File: config.mk
export PLATFORM = sky130hd
export DESIGN_NAME = awg_playback
export DESIGN_NICKNAME = d
export VERILOG_FILES = /design/src/rtl/awg_pkg.sv /design/src/rtl/awg_phase_acc.sv /design/src/rtl/awg_playback.sv
export SDC_FILE = /design/constraint.sdc
export NUM_CORES = 1
export LEC_CHECK = 0
export BUFFER_PORTS_ARGS = -buffer_cell sky130_fd_sc_hd__buf_2
export CELL_PAD_IN_SITES_DETAIL_PLACEMENT = 0
export CELL_PAD_IN_SITES_GLOBAL_PLACEMENT = 1
export CORE_MARGIN = 2
export CORE_UTILIZATION = 41
export CTS_CLUSTER_SIZE = 14
export DETAILED_ROUTE_END_ITERATION = 10
export GPL_TIMING_DRIVEN = 0
export PLACE_DENSITY_LB_ADDON = 0.1
export SLEW_MARGIN = 20
export SYNTH_ARGS = -nofsm -noshare
export SYNTH_HDL_FRONTEND = slang
export SYNTH_SLANG_ARGS = --single-unit
File: constraint.sdc
create_clock -name clk_AD9744 -period 3.9 [get_ports clk_AD9744]
set_input_delay 0.39 -clock clk_AD9744 [delete_from_list [all_inputs] [get_ports clk_AD9744]]
set_output_delay 0.39 -clock clk_AD9744 [all_outputs]
set_load 0.02 [all_outputs]
File: src/rtl/awg_pkg.sv
// Shared types and helpers for the AWG playback engine.
package awg_pkg;

  typedef enum logic [1:0] {StIdle, StPrime, StRun, StDrain} state_e;

  localparam int unsigned FracWDef    = 24;
  localparam logic [13:0] MidscaleDef = 14'h2000;

  // Table length must be 1..max_len and the step's integer part must stay below it,
  // so a single subtraction always brings the accumulator back into range.
  function automatic logic cfg_legal(input logic [15:0] len, input logic [15:0] max_len,
                                     input logic [15:0] step_int, input logic step_nz);
    return (len != 16'd0) && (len <= max_len) && step_nz && (step_int < len);
  endfunction

endpackage

File: src/rtl/awg_phase_acc.sv
// Fractional phase accumulator with modulo-length wrap and registered wrap pulse.
module awg_phase_acc #(
  parameter int unsigned ADDR_W = 8,
  parameter int unsigned FRAC_W = 24
) (
  input  logic                     clk_i,
  input  logic                     rst_i,
  input  logic                     clear_i,
  input  logic                     advance_i,
  input  logic [ADDR_W:0]          len_i,
  input  logic [ADDR_W+FRAC_W-1:0] step_i,
  output logic [ADDR_W-1:0]        addr_o,
  output logic                     wrap_o,
  output logic                     wrap_pulse_o
);

  localparam int unsigned AccW = ADDR_W + FRAC_W;

  logic [AccW:0]   sum;
  logic [AccW-1:0] sum_wrapped;
  logic [AccW-1:0] acc_q, acc_d;
  logic            wrap_q, wrap_d;

  // One extra bit so acc + step never overflows before the length compare.
  assign sum         = {1'b0, acc_q} + {1'b0, step_i};
  assign wrap_o      = (sum[AccW:FRAC_W] >= len_i);
  // Modulo 2^AccW the top length bit drops out, so only the low ADDR_W bits matter.
  assign sum_wrapped = sum[AccW-1:0] - {len_i[ADDR_W-1:0], {FRAC_W{1'b0}}};

  always_comb begin
    acc_d  = acc_q;
    wrap_d = 1'b0;
    if (clear_i) begin
      acc_d = '0;
    end else if (advance_i) begin
      acc_d  = wrap_o ? sum_wrapped : sum[AccW-1:0];
      wrap_d = wrap_o;
    end
  end

  always_ff @(posedge clk_i or posedge rst_i) begin
    if (rst_i) begin
      acc_q  <= '0;
      wrap_q <= 1'b0;
    end else begin
      acc_q  <= acc_d;
      wrap_q <= wrap_d;
    end
  end

  assign addr_o       = acc_q[AccW-1:FRAC_W];
  assign wrap_pulse_o = wrap_q;

endmodule

File: src/rtl/awg_playback.sv
// Waveform playback engine: walks the waveform RAM with a fractional phase
// accumulator and drives the AD9744 data word every clock.
module awg_playback
  import awg_pkg::*;
#(
  parameter int unsigned       DATA_W   = 14,
  parameter int unsigned       ADDR_W   = 8,
  parameter int unsigned       FRAC_W   = FracWDef,
  parameter logic [DATA_W-1:0] MIDSCALE = MidscaleDef
) (
  input  logic                     clk_AD9744,
  input  logic                     rst,
  input  logic                     cfg_valid,
  input  logic [ADDR_W:0]          cfg_len,
  input  logic [ADDR_W+FRAC_W-1:0] cfg_step,
  input  logic                     run,
  output logic                     rd_en,
  output logic [ADDR_W-1:0]        rd_addr,
  input  logic [DATA_W-1:0]        rd_data,
  output logic [DATA_W-1:0]        wd,
  output logic                     wd_valid,
  output logic                     busy,
  output logic                     wrap_pulse,
  output logic                     cfg_err
);

  localparam int unsigned     AccW      = ADDR_W + FRAC_W;
  localparam logic [ADDR_W:0] LenMax    = {1'b1, {ADDR_W{1'b0}}};
  localparam logic [AccW-1:0] StepUnity = {{(ADDR_W-1){1'b0}}, 1'b1, {FRAC_W{1'b0}}};

  state_e              state_q, state_d;
  logic [ADDR_W:0]     len_q;
  logic [AccW-1:0]     step_q;
  logic                cfg_ok;
  logic                cfg_err_q;
  logic [1:0]          tail_q, tail_d;
  logic                rd_en_q, rd_en_d;
  logic                rd_vld_q;
  logic [DATA_W-1:0]   wd_q, wd_d;
  logic                wd_valid_q, wd_valid_d;
  logic                acc_clear, acc_advance, acc_wrap;

  assign cfg_ok = (state_q == StIdle) &&
                  cfg_legal(16'(cfg_len), 16'(LenMax), 16'(cfg_step[AccW-1:FRAC_W]),
                            |cfg_step);

  awg_phase_acc #(
    .ADDR_W(ADDR_W),
    .FRAC_W(FRAC_W)
  ) u_phase_acc (
    .clk_i       (clk_AD9744),
    .rst_i       (rst),
    .clear_i     (acc_clear),
    .advance_i   (acc_advance),
    .len_i       (len_q),
    .step_i      (step_q),
    .addr_o      (rd_addr),
    .wrap_o      (acc_wrap),
    .wrap_pulse_o(wrap_pulse)
  );

  // tail_q counts down the two cycles after the final read in DRAIN.
  assign acc_advance = (state_q == StPrime) || (state_q == StRun) ||
                       ((state_q == StDrain) && (tail_q == 2'd0));
  assign acc_clear   = (state_d == StIdle);

  always_ff @(posedge clk_AD9744 or posedge rst) begin
    if (rst) begin
      state_q <= StIdle;
    end else begin
      state_q <= state_d;
    end
  end

  always_comb begin
    state_d = state_q;
    unique case (state_q)
      StIdle:  if (run) state_d = StPrime;
      StPrime: state_d = StRun;
      StRun:   if (!run) state_d = StDrain;
      StDrain: begin
        if (tail_q == 2'd0) begin
          if (run) state_d = StRun;
        end else if (tail_q == 2'd1) begin
          state_d = StIdle;
        end
      end
      default: state_d = StIdle;
    endcase
  end

  always_comb begin
    tail_d = tail_q;
    if ((state_q == StDrain) && (tail_q == 2'd0) && !run && acc_wrap) begin
      tail_d = 2'd2;
    end else if (tail_q != 2'd0) begin
      tail_d = tail_q - 2'd1;
    end
    rd_en_d = (state_d == StPrime) || (state_d == StRun) ||
              ((state_d == StDrain) && (tail_d == 2'd0));
    wd_d       = wd_q;
    wd_valid_d = wd_valid_q;
    if (rd_vld_q) begin
      wd_d       = rd_data;
      wd_valid_d = 1'b1;
    end else if (state_d == StIdle) begin
      wd_d       = MIDSCALE;
      wd_valid_d = 1'b0;
    end
  end

  always_ff @(posedge clk_AD9744 or posedge rst) begin
    if (rst) begin
      len_q      <= LenMax;
      step_q     <= StepUnity;
      cfg_err_q  <= 1'b0;
      tail_q     <= 2'd0;
      rd_en_q    <= 1'b0;
      rd_vld_q   <= 1'b0;
      wd_q       <= MIDSCALE;
      wd_valid_q <= 1'b0;
    end else begin
      if (cfg_valid && cfg_ok) begin
        len_q  <= cfg_len;
        step_q <= cfg_step;
      end
      cfg_err_q  <= cfg_valid && !cfg_ok;
      tail_q     <= tail_d;
      rd_en_q    <= rd_en_d;
      rd_vld_q   <= rd_en_q;
      wd_q       <= wd_d;
      wd_valid_q <= wd_valid_d;
    end
  end

  assign rd_en    = rd_en_q;
  assign wd       = wd_q;
  assign wd_valid = wd_valid_q;
  assign busy     = (state_q != StIdle);
  assign cfg_err  = cfg_err_q;

endmodule

==> reports/metrics.csv <==
stage,metric,value,unit
worst_setup_path,worstPathMaxFanout,4,
route,drc,0,
worst_setup_path,r2r_slack,-0.44,ns
floorplan,dieHeight,128,um
layout,layout_common_cells,"dfrtp_1 (93), buf_2 (88), nand2_1 (75), buf_4 (63), a21oi_1 (46)",
worst_setup_path,required,4.14,ns
layout,diodes,0,
timing,grt_setup_unrepaired,true,
timing,finalSetupViolations,13,
timing,fin_crit,4.34,ns
grt,grt_usage,22.2,%
yosys,synth-seq-cells,96,
floorplan,initial_core_util,41.6,%
grt,globalRouteOverflowTotal,0,
cts,clockBufferDepth,2,
route,firstDrtPassIters,4,
layout,drive_above_1_share,34.4,%
status,status,finished with violations,
route,via_per_inst,5.37,
layout,fin_nets,936,
route,initialDrtViolationCount,277,
yosys,syn-num-nets,780,
route,vias,5449,
placement,gp_congestion,0.865,
yosys,netlist_area,6260,um^2
layout,layout_commonest_cell,dfrtp_1,
cts,ctsHtreeMaxLevel,3,
min_path,worstHoldEndpoint,wd[9],
min_path,holdPathStages,3,
layout,design_area,8150,um^2
job,drv_cap,0,
placement,port-buffer-count,85,
worst_setup_path,startpoint_type,flop,
timing,tightest_slew,0.751,ns
timing,slew_headroom,49.9,%
layout,area_delta_synth_final,30.3,%
placement,dpl.hpwl,12500,um
floorplan,core_area,15000,um^2
worst_setup_path,crit_type,reg -> reg,
yosys,yosys_warnings,0,
cts,clk_pin_slew,0.07,ns
route,wire_per_inst,17.1,um
cts,clkSinkCount,96,
yosys,yosysUniqueCellTypes,68,
worst_setup_path,rr_worst_depth,17,
min_path,hp-class,in -> reg,
cts,clock_latency,0.36,ns
worst_setup_path,arrival,4.58,ns
placement,postPlaceCellArea,7020,um^2
status,violations,setup timing,
grt,grt_max_degree,72,
worst_setup_path,end_kind,flop,
timing,slew_violations,0,
worst_setup_path,cp-startpoint,u_phase_acc.acc_q[4],
yosys,avgSynthCellArea,9.41,um^2
grt,grt_pass1_vias,5501,
timing,fmax,0.231,GHz
grt,antenna_found_initial,0,
floorplan,io_pins,86,
floorplan,die-width,128,um
route,ant_nets,0,
worst_setup_path,reg2reg_from,u_phase_acc.acc_q[4],
cts,root_buffer,clkbuf_16,
min_path,min_from,rd_data[9],
timing,period_share,111,%
yosys,synth_edf_count,0,
floorplan,die-area,16300,um^2
timing,worst_slack,-0.437,ns
floorplan,rows,45,
yosys,yosysSeqAreaShare,38.5,%
yosys,synthArstFlopShare,100,%
route,wl,17400,um
yosys,synth_cells,665,
cts,cts_made_buffers,9,
cts,cts_tree,yes,
grt,grt_pass1_wl,28200,um
yosys,ys.flop_type,dfrtp_1,
timing,skew,0.0109,ns
timing,hold_viol_final,0,
worst_setup_path,worst_r2r_endpoint,u_phase_acc.acc_q[27],
==> registers in the layout (all words and copies together) (netlist names) <==
| signal | flops |
|---|---|
| len_q | 9 |
| rd_en | 1 |
| step_q | 32 |
| state_q | 2 |
| u_phase_acc.acc_q | 32 |
| rd_vld_q | 1 |
| u_phase_acc.wrap_pulse_o | 1 |
| wd | 14 |
| wd_valid | 1 |
| tail_q | 2 |
| cfg_err | 1 |
==> repair_timing <==
| action | CTS | global route |
|---|---|---|
| gates resized for setup | 63 | 17 |
| setup endpoints to repair | 11 | 14 |
| hold buffers | 1 | 0 |
| endpoints found under the hold margin | 25 | 0 |
| pin swaps | 45 | 31 |
| cloned | 1 | 0 |
| setup buffers | 52 | 6 |
==> how the worst max path moves through the flow <==
stage | slack [ns] | cells after the start | endpoint
after floorplan | -0.07 | 16 | rd_en
after global placement | -0.75 | 18 | u_phase_acc.acc_q[31]
after detailed placement | -0.76 | 20 | u_phase_acc.acc_q[31]
after CTS | -0.38 | 22 | u_phase_acc.acc_q[30]
after global routing | -0.66 | 20 | u_phase_acc.acc_q[30]
final | -0.44 | 17 | u_phase_acc.acc_q[27]
==> stage by stage <==
stage / util [%] / setup WS, ns / hold slack (ns) / TNS (ns) / instances
after global placement: 46.5 / -0.754 / 0.376 / -34.83 / 938
after detailed placement: 46.7 / -0.764 / 0.368 / -7.36 / 939
final: 54.2 / -0.437 / 0.238 / -4.21 / 1014
after floorplan: - / -0.0694 / 0.431 / -0.103 / 665
after CTS: 53.4 / -0.379 / 0.226 / -3.74 / 1009
after global routing: 54.2 / -0.657 / 0.250 / -7.05 / 1014
==> synth_stat cells, drive strengths merged (3+ instances only) <==
master	instances	area share [%]
mux2	37	6.7
inv	34	2.0
o21ai	41	3.3
a2111oi	3	0.42
xnor2	17	2.4
nor3	7	0.56
a31oi	7	0.70
o21bai	9	1.1
and3	7	0.70
clkbuf	16	0.96
nor2b	10	1.0
nand3	6	0.48
nand2	78	4.7
a21o	16	1.9
o21a	5	0.60
nor4	12	1.3
a31o	3	0.42
o31ai	5	0.68
nor2	46	2.8
nand2b	4	0.40
or2	4	0.40
xor2	15	2.1
a221oi	3	0.52
ha	54	11
dfrtp	93	37
buf	16	1.5
nand4	8	0.80
dfstp	3	1.3
a22o	6	0.84
mux2i	8	1.3
a21oi	60	5.0
a211oi	3	0.36
==> per-layer routing <==
layer / vias up / track usage (%) / share of wire (%)
met4: 0 / 8.92 / 2.6
met3: 25 / 2.39 / 2.3
met1: 2656 / 28.8 / 46
li1: 2685 / - / -
met2: 83 / 37.9 / 49
met5: - / 0 / 0
==> logic make-up (layout without fill, tap and decap cells) <==
kind of cell | Yosys count | in the layout | synth area share [%]
DFF | 96 | 96 | 38.5
and+or+nand+nor | 193 | 193 | 14.7
buffers and inverters | 66 | 227 | 4.54
AOI/OAI and AO/OA | 177 | 177 | 18.3
adders and majority gates | 56 | 56 | 11.4
muxes | 45 | 45 | 8.00
xor gates and xnor gates | 32 | 32 | 4.48
==> area by class of cell <==
type / instances / area, um^2
Inverter: 34 / 133
Timing Repair Buffer: 145 / 910
Buffer: 32 / 173
Fill cell: 1390 / 6880
Tap cell: 188 / 235
Clock inverter: 7 / 66.3
Clock buffer: 9 / 225
Multi-Input combinational cell: 503 / 4000
Sequential cell: 96 / 2410
==> critical path, cell delays in order, from the launching register on <==
cell and delay, ns:
dfrtp_1 0.41, ha_4 0.32, nand2_4 0.06, nor3b_4 0.28
o211ai_4 0.14, a21oi_4 0.23, nor4_4 0.10, or4b_4 0.53
a41oi_4 0.18, xor2_1 0.11, ha_1 0.35, and4_1 0.19
nand4_1 0.12, a311o_1 0.45, buf_4 0.17, and2_4 0.14
and4b_1 0.20, o31a_1 0.28
Power is left out: the tool's default activity adds up to more than one toggle a clock period on the data nets, which glitch-free logic cannot reach.
